### src/rtl/alu_arbiter.sv
// alu_arbiter: two requesters share one add/sub/and/or datapath through a
// round-robin arbiter feeding a single registered result stage.
// Ports:
//   clk, rst_n                   clock, synchronous active-low reset
//   reqN_valid/ready/op/a/b      requester N handshake and payload (N = 0, 1)
//   rsp_valid/ready              result handshake (valid while result held)
//   rsp_id, rsp_result           owner and value of the held result
//   rsp_zero/cout/overflow       flags of the held result
module alu_arbiter #(
    parameter int unsigned WIDTH = 64
) (
    input  logic             clk,
    input  logic             rst_n,
    input  logic             req0_valid,
    output logic             req0_ready,
    input  logic [1:0]       req0_op,
    input  logic [WIDTH-1:0] req0_a,
    input  logic [WIDTH-1:0] req0_b,
    input  logic             req1_valid,
    output logic             req1_ready,
    input  logic [1:0]       req1_op,
    input  logic [WIDTH-1:0] req1_a,
    input  logic [WIDTH-1:0] req1_b,
    output logic             rsp_valid,
    input  logic             rsp_ready,
    output logic             rsp_id,
    output logic [WIDTH-1:0] rsp_result,
    output logic             rsp_zero,
    output logic             rsp_cout,
    output logic             rsp_overflow
);

    localparam int unsigned MSB  = WIDTH - 1;
    localparam int unsigned SUMW = WIDTH + 1;

    localparam logic [1:0] OP_ADD = 2'b00;
    localparam logic [1:0] OP_SUB = 2'b01;
    localparam logic [1:0] OP_AND = 2'b10;
    localparam logic [1:0] OP_OR  = 2'b11;

    typedef enum logic {
        IDLE = 1'b0,
        HOLD = 1'b1
    } state_t;

    state_t           r_state;
    state_t           w_state_next;
    logic             r_ptr;       // 1: requester 1 wins a tie
    logic             r_id;
    logic [WIDTH-1:0] r_result;
    logic             r_zero;
    logic             r_cout;
    logic             r_ovf;

    logic             w_can_accept;
    logic             w_gnt0;
    logic             w_gnt1;
    logic             w_xfer;
    logic [1:0]       w_op;
    logic [WIDTH-1:0] w_a;
    logic [WIDTH-1:0] w_b;
    logic [WIDTH-1:0] w_b_eff;
    logic             w_cin;
    logic [WIDTH:0]   w_sum;
    logic [WIDTH-1:0] w_res;
    logic             w_cout;
    logic             w_ovf;

    // Arbitration: accept when empty or when the held result drains this cycle
    always_comb begin
        w_can_accept = rst_n && ((r_state == IDLE) || rsp_ready);
        w_gnt1       = req1_valid && (!req0_valid || r_ptr);
        w_gnt0       = req0_valid && !w_gnt1;
        req0_ready   = w_can_accept && w_gnt0;
        req1_ready   = w_can_accept && w_gnt1;
        w_xfer       = (req0_valid && req0_ready) || (req1_valid && req1_ready);
    end

    // Operand select and shared datapath; subtract is a + ~b + 1
    always_comb begin
        w_op    = w_gnt1 ? req1_op : req0_op;
        w_a     = w_gnt1 ? req1_a  : req0_a;
        w_b     = w_gnt1 ? req1_b  : req0_b;
        w_cin   = (w_op == OP_SUB);
        w_b_eff = w_cin ? ~w_b : w_b;
        w_sum   = {1'b0, w_a} + {1'b0, w_b_eff} + SUMW'(w_cin);
        w_res   = w_sum[WIDTH-1:0];
        w_cout  = 1'b0;
        w_ovf   = 1'b0;
        case (w_op)
            OP_ADD, OP_SUB: begin
                w_res  = w_sum[WIDTH-1:0];
                w_cout = w_sum[WIDTH];
                // Overflow when the effective addends agree in sign and the sum does not
                w_ovf  = (w_a[MSB] == w_b_eff[MSB]) && (w_res[MSB] != w_a[MSB]);
            end
            OP_AND:  w_res = w_a & w_b;
            OP_OR:   w_res = w_a | w_b;
            default: w_res = w_sum[WIDTH-1:0];
        endcase
    end

    // Next-state logic
    always_comb begin
        w_state_next = r_state;
        case (r_state)
            IDLE: if (w_xfer) w_state_next = HOLD;
            HOLD: begin
                if (w_xfer)         w_state_next = HOLD;
                else if (rsp_ready) w_state_next = IDLE;
            end
            default: w_state_next = IDLE;
        endcase
    end

    // State, pointer and result register
    always_ff @(posedge clk) begin
        if (!rst_n) begin
            r_state  <= IDLE;
            r_ptr    <= 1'b0;
            r_id     <= 1'b0;
            r_result <= '0;
            r_zero   <= 1'b0;
            r_cout   <= 1'b0;
            r_ovf    <= 1'b0;
        end else begin
            r_state <= w_state_next;
            if (w_xfer) begin
                r_ptr    <= w_gnt0;
                r_id     <= w_gnt1;
                r_result <= w_res;
                r_zero   <= ~|w_res;
                r_cout   <= w_cout;
                r_ovf    <= w_ovf;
            end
        end
    end

    assign rsp_valid    = (r_state == HOLD);
    assign rsp_id       = r_id;
    assign rsp_result   = r_result;
    assign rsp_zero     = r_zero;
    assign rsp_cout     = r_cout;
    assign rsp_overflow = r_ovf;

endmodule

### config.mk
export PLATFORM = sky130hd
export DESIGN_NAME = alu_arbiter
export DESIGN_NICKNAME = d
export VERILOG_FILES = /design/src/rtl/alu_arbiter.sv
export SDC_FILE = /design/constraint.sdc
export NUM_CORES = 1
export LEC_CHECK = 0
export BUFFER_PORTS_ARGS = -buffer_cell sky130_fd_sc_hd__buf_2
export CAP_MARGIN = 20
export CORE_MARGIN = 2
export CORE_UTILIZATION = 40
export DETAILED_ROUTE_END_ITERATION = 6
export PLACE_DENSITY = 0.67
export REMOVE_ABC_BUFFERS = 1
export SETUP_SLACK_MARGIN = 0.02
export SYNTH_ARGS = -nofsm -noshare
export SYNTH_HDL_FRONTEND = slang
export SYNTH_SLANG_ARGS = --single-unit
### constraint.sdc
create_clock -name clk -period 6.8 [get_ports clk]
set_input_delay 0.34 -clock clk [delete_from_list [all_inputs] [get_ports clk]]
set_output_delay 0.34 -clock clk [all_outputs]
set_load 0.005 [all_outputs]
# Yosys cells after proc, flatten, opt, wreduce, memory -nomap -nowiden

Index checks and enable logic that the tools add are counted.

Add/sub/neg operators: 2
Equality and inequality tests: 5
Multiplexer cells: 11
Bitwise operators: 4
Reduce and logical (&&, ||, !) cells: 17

Operators with widths:

| kind               | count |
|---|---|
| $mux 64            | 3 |
| $pmux 64 s3        | 1 |
| $add 64x64->65     | 1 |
| $add 65x1->65      | 1 |
| $and 64x64->64     | 1 |
| $not 64->64        | 1 |
| $or 64x64->64      | 1 |
| $reduce_or 64->1   | 1 |
| $logic_and 1x1->1  | 8 |
| $mux 1             | 5 |
| $eq 2x2->1 const B | 2 |
| $logic_not 1->1    | 3 |
| $logic_or 1x1->1   | 3 |
| $eq 2x1->1 const B | 1 |
| $logic_not 2->1    | 1 |
| $mux 2             | 1 |
| $pmux 1 s2         | 1 |
| $reduce_or 2->1    | 1 |
| $eq 1x1->1         | 1 |
| $ne 1x1->1         | 1 |
| $not 1->1          | 1 |

Register bits after elaboration: 70
Bits of input ports: 265
Output and inout port bits: 71
Word-level logic and storage cells: 46

# Depth between registers and ports, before layout

Depth in word-level cells: 11
Gate-level depth with buffers: 27

# Worst setup path before layout

No wires, ideal clock.

Path type: input port to flip-flop
Start point: input req1_valid
End point: register r_zero, in the netlist rsp_zero
Library setup time: 0.069 ns
Arrival time: 6.612 ns
Required time: 6.731 ns
Slack: 0.119 ns
Stages on the path: 25
Path buffers: 8
Cell sequence: buf_2 inv_1 nor2_1 buf_2 buf_2 buf_2 clkbuf_1 buf_2 clkbuf_1 buf_1 nand2_1 nand2_1 ha_1 a211o_1 o2bb2ai_2 a221o_1 or4_4 nand3_2 o211ai_2 or4_1 a211o_1 nor4_2 nand4_1 or4_1 o21ai_1

Word-level cells in the longest chain between the ends: 9

Ends and longest elaborated chain:

| item                                             | line       | text |
|---|---|---|
| start: declaration                               | 19         | `input logic req1_valid,` |
| $logic_and 1x1->1                                | 72         | `w_gnt1 = req1_valid && (!req0_valid \|\| r_ptr);` |
| $mux 2 / $mux 64 (equally long branches)         | 81, 83     |  |
| $eq 2x1->1 / $not 64->64 (equally long branches) | 84, 90, 85 |  |
| $mux 64                                          | 85         | `w_b_eff = w_cin ? ~w_b : w_b;` |
| $add 64x64->65                                   | 86         | `w_sum = {1'b0, w_a} + {1'b0, w_b_eff} + SUMW'(w_cin);` |
| $add 65x1->65                                    | 86         |  |
| $pmux 64 s3                                      | 90         | `case (w_op)` |
| $reduce_or 64->1                                 | 132        | `r_zero <= ~\|w_res;` |
| $logic_not 1->1                                  | 132        |  |
| end signal: assignment                           | 132        |  |
| end: declaration                                 | 51         | `logic r_zero;` |

Several ways; a longest one is shown, not always the timed one.
A chain may end at the register's enable or synchronous reset.

# Worst setup path after layout

Start point: register r_ptr
End point: register r_zero, in the netlist rsp_zero

Word-level cells in the longest chain between the ends: 10

Ends and longest elaborated chain:

| item                                             | line       | text |
|---|---|---|
| start: declaration                               | 48         | `logic r_ptr;` |
| start signal: assignment                         | 129        | `r_ptr <= w_gnt0;` |
| $logic_or 1x1->1 *                               | 72         |  |
| $logic_and 1x1->1 *                              | 72         |  |
| $mux 2 / $mux 64 (equally long branches)         | 81, 83     |  |
| $eq 2x1->1 / $not 64->64 (equally long branches) | 84, 90, 85 |  |
| $mux 64                                          | 85         |  |
| $add 64x64->65                                   | 86         |  |
| $add 65x1->65                                    | 86         |  |
| $pmux 64 s3                                      | 90         |  |
| $reduce_or 64->1                                 | 132        |  |
| $logic_not 1->1                                  | 132        |  |

Mark *: on every way between the ends. The rest lies on a longest branch, timed or not.

==> metrics.log <==
INFO  metric hold_path_end = r_ptr
INFO  metric worst_hold_path.num_cells = 3
INFO  metric clock-sinks = 70
INFO  metric instances_no_fill = 2263
INFO  metric p_per_area = 223 mW/mm^2
INFO  metric synthFlopType = sky130_fd_sc_hd__dfxtp_1
INFO  metric routedWlPerCell = 20.4 microns
INFO  metric routed_wl = 46100 microns
INFO  metric rr_endpoint = rsp_zero
INFO  metric count_of_h_tree_levels_built_during_cts = 3
INFO  metric synthesis.area_per_instance = 6.84 sq um
INFO  metric clock_power_share = 19.1%
INFO  metric worst-r2r-setup-slack = 0.37 ns
INFO  metric die_width = 171 microns
INFO  metric start_kind = register
INFO  metric cts-buffers-inserted = 9
INFO  metric rsz0062_at_grt = no
INFO  metric number_of_setup_buffers_added_after_cts = 0
INFO  metric synth.top_cell.area_share = 12.6%
INFO  metric detailedPlacementHpwl = 36200 microns
INFO  metric fin_worst_hold_slack = 0.345 ns
INFO  metric initial_utilization = 41.0%
INFO  metric synth.top_cells.by_area = sky130_fd_sc_hd__dfxtp_1 13%, sky130_fd_sc_hd__nand2_1 9.7%, sky130_fd_sc_hd__mux2i_1 7.8%
INFO  metric ctsHoldBuffers = 0
INFO  metric worst_hold_path_type = in2reg
INFO  metric reg2reg_from = r_ptr
INFO  metric timing.final.hold_violations = 0
INFO  metric critPathRequiredTime = 7.08 ns
INFO  metric power.sequential.fraction = 16.1%
INFO  metric ff2ff_path_depth = 19
INFO  metric power.switching = 1.44 mW
INFO  metric grt_first_pass_wirelength = 69400 microns
INFO  metric route.vias.total = 13300
INFO  metric dieArea = 0.0291 sq mm
INFO  metric placed_cells_incl_taps = 2246
INFO  metric critical_path.max_fanout = 50
INFO  metric synth.top_cells.by_count = 286 x sky130_fd_sc_hd__nand2_1, 168 x sky130_fd_sc_hd__nor2_1, 133 x sky130_fd_sc_hd__a21oi_1
INFO  metric cellInternalPower = 1.52 mW
INFO  metric setup.worst_path.end_class = register
INFO  metric cts_repair_resize_count = 0
INFO  metric yosys_register_bits = 70
INFO  metric synth_xor_area_share = 8.52%
INFO  metric p_leak = 6.16 nW
INFO  metric timing.final.setup_violations = 0
INFO  metric fin_worst_skew = 0.0119 ns
INFO  metric finalWorstPathRequiredPeriod = 6.43 ns
INFO  metric area_leader_netlist = sky130_fd_sc_hd__dfxtp_1
INFO  metric postSynth.asyncResetShare = 0%
INFO  metric synth_top_family_by_area = compound AO/OA/AOI/OAI gates
INFO  metric report.final.slew_viol_count = 0
INFO  metric drive_above_1_share = 21.8%
INFO  metric mappedNetlistArea = 0.0111 sq mm
INFO  metric slew_headroom = 25.9%
INFO  metric vias_per_cell = 5.89
INFO  metric design.portCount = 336
INFO  metric starting_drt_drc_count = 1146
INFO  metric report.power.total = 2.97 mW
INFO  metric maxCapViolations = 0
INFO  metric finalNetCount = 2215
INFO  metric fin_crit_sh = 94.6%
INFO  metric clock_tree.root_cell = sky130_fd_sc_hd__clkbuf_16
INFO  metric cts_tree = yes
INFO  metric switching_share = 48.7%
INFO  metric synth_edf_count = 0
INFO  metric detail_route.first_pass.iterations = 6
INFO  metric synth_cell_type_count = 89
INFO  metric num_rows = 60
INFO  metric cts.clk_slew.worst_paths = 0.07 ns
INFO  metric die_height = 171 microns
INFO  metric critPathArrivalTime = 6.71 ns
INFO  metric irDropWorstVdd = 0.107 mV
INFO  metric worst-slew-pin-transition = 1.11 ns
INFO  metric muxShareOfSynthArea = 8.65%
INFO  metric drc = 0
INFO  metric run_status = finished, final reports clean
INFO  metric power.share.combinational = 64.8%
INFO  metric max_freq = 155 MHz
INFO  metric quantity_of_i_o_buffers_inserted_on_ports = 335
INFO  metric synth_fa_ha_area_share = 10.3%
INFO  metric clkLatencyLatePin = 0.36 ns
INFO  metric area.growth.synth_to_final = 20.0%
INFO  metric worst_hold_startpoint = req0_valid
INFO  metric yosys_warnings = 0
INFO  metric gate_count_of_the_mapped_netlist = 1625
INFO  metric postRouteAntennaNets = 0
INFO  metric path_class = reg2reg
INFO  metric gr-usage-all-layers = 30.6%
INFO  metric pin_count_of_the_biggest_net_entering_global_routing = 66
INFO  metric seq_area_frac_synth = 12.6%
INFO  metric first_global_vias = 12400
INFO  metric gp_congestion = 0.993
INFO  metric synth-compound-area-share = 27.9%
INFO  metric synthMostInstantiatedCell = sky130_fd_sc_hd__nand2_1
INFO  metric yosys.area_share.simple = 26.2%
INFO  metric antennaDiodeCount = 0
INFO  metric antenna_found_initial = 1
INFO  metric grt.overflow.total = 0
INFO  metric floorplan.core_area = 0.0271 sq mm
INFO  metric cts_max_path_buffers = 2
kinds of logic (layout without fill, tap and decap cells):
logic type / after synthesis / count (layout)
compound gates: 475 / 475
xor+xnor: 108 / 108
fa+ha+maj: 98 / 98
buf+inv: 136 / 402
flops: 70 / 70
mux: 95 / 95
simple gates: 643 / 643
layout by cell type (no fill, tap or decap), drive strengths merged, types with 5 or more instances in the layout:
cell     netlist  layout
a211o          8       8
a211oi        58      58
a21boi         9       9
a21o          38      38
a21oi        133     133
a221oi         9       9
a22oi          9       9
a31oi         18      18
and2           6       6
and3          13      13
and4           8       8
buf           37     358
clkbuf        71      11
dfxtp         70      70
ha            63      63
inv           28      28
maj3          34      34
mux2           8       8
mux2i         87      87
nand2        286     286
nand2b         8       8
nand3         24      24
nand4         34      34
nor2         169     169
nor3          41      41
nor3b          5       5
nor4          10      10
o2111ai        5       5
o211a         14      14
o211ai        20      20
o21a           6       6
o21ai         96      96
o21bai        13      13
o31ai         11      11
or3           10      10
or4            5       5
xnor2         91      91
xor2          17      17
worst max-delay path, cell delays in order (launching register included):
cell and delay, ns:
sky130_fd_sc_hd__dfxtp_1 0.36, sky130_fd_sc_hd__and2b_1 0.28, sky130_fd_sc_hd__nor2_4 0.28, sky130_fd_sc_hd__buf_12 0.25
sky130_fd_sc_hd__buf_12 0.28, sky130_fd_sc_hd__mux2i_1 0.38, sky130_fd_sc_hd__xnor2_1 0.11, sky130_fd_sc_hd__ha_1 0.42
sky130_fd_sc_hd__a21oi_1 0.22, sky130_fd_sc_hd__o21ai_0 0.18, sky130_fd_sc_hd__or3_1 0.43, sky130_fd_sc_hd__o211a_1 0.27
sky130_fd_sc_hd__o31ai_1 0.60, sky130_fd_sc_hd__nand3_1 0.27, sky130_fd_sc_hd__a31oi_1 0.31, sky130_fd_sc_hd__xnor2_1 0.11
sky130_fd_sc_hd__a21oi_1 0.51, sky130_fd_sc_hd__o2111ai_1 0.32, sky130_fd_sc_hd__or4_1 0.59, sky130_fd_sc_hd__o21ai_1 0.12
routing by layer:
| metal | routed length (microns) | vias to the layer above | track usage (%) | part of all wire, % |
|---|---|---|---|---|
| li1 | - | 6447 | - | - |
| met1 | 21200 | 6214 | 43.3 | 46 |
| met2 | 20200 | 605 | 48.2 | 44 |
| met3 | 3740 | 59 | 4.86 | 8.1 |
| met4 | 874 | 2 | 7.54 | 1.9 |
| met5 | 18 | - | 0 | 0.039 |
final cells by class:
type                            instances  area, sq um
Inverter                               28          105
Multi-Input combinational cell       1419         9120
Sequential cell                        70         1400
Tap cell                              372          465
Fill cell                            2748        13800
Clock inverter                          5         81.3
Timing Repair Buffer                  358         1900
Clock buffer                           11          253
state kept, by name, summed over array words and instances, names as in the netlist:
signal,flops
rsp_result,64
r_ptr,1
rsp_cout,1
rsp_id,1
rsp_overflow,1
rsp_valid,1
rsp_zero,1
power by group through the flow:
stage	Combinational [mW]	Sequential (mW)	Clock, mW
after detailed placement	1.87	0.487	0
after CTS	1.89	0.478	0.570
after global routing	2.10	0.483	0.581
after global placement	1.87	0.487	0
final	1.92	0.479	0.567
after floorplan	1.29	0.489	0
per-stage QoR:
step / instance area, sq um / TNS [ns] / setup slack, ns / util (%)
CTS: 13300 / 0 / 0.119 / 49.1
detailed placement: 13000 / 0 / 0.0471 / 47.9
global route: 13300 / 0 / 0.0689 / 49.2
finish: 13300 / 0 / 0.369 / 49.2
global placement: 13000 / 0 / 0.129 / 47.9
floorplan: 10600 / -306.52 / -6.07 / -
worst max-delay path by stage:
stage	start	end	slack [ns]	cells after the start
floorplan	r_ptr	rsp_zero	-6.07	17
global placement	req0_valid	rsp_zero	0.13	19
detailed placement	req0_valid	rsp_zero	0.05	19
CTS	r_ptr	rsp_zero	0.12	18
global route	r_ptr	rsp_zero	0.07	19
finish	r_ptr	rsp_zero	0.37	19
(Power assumes the default switching activity.)
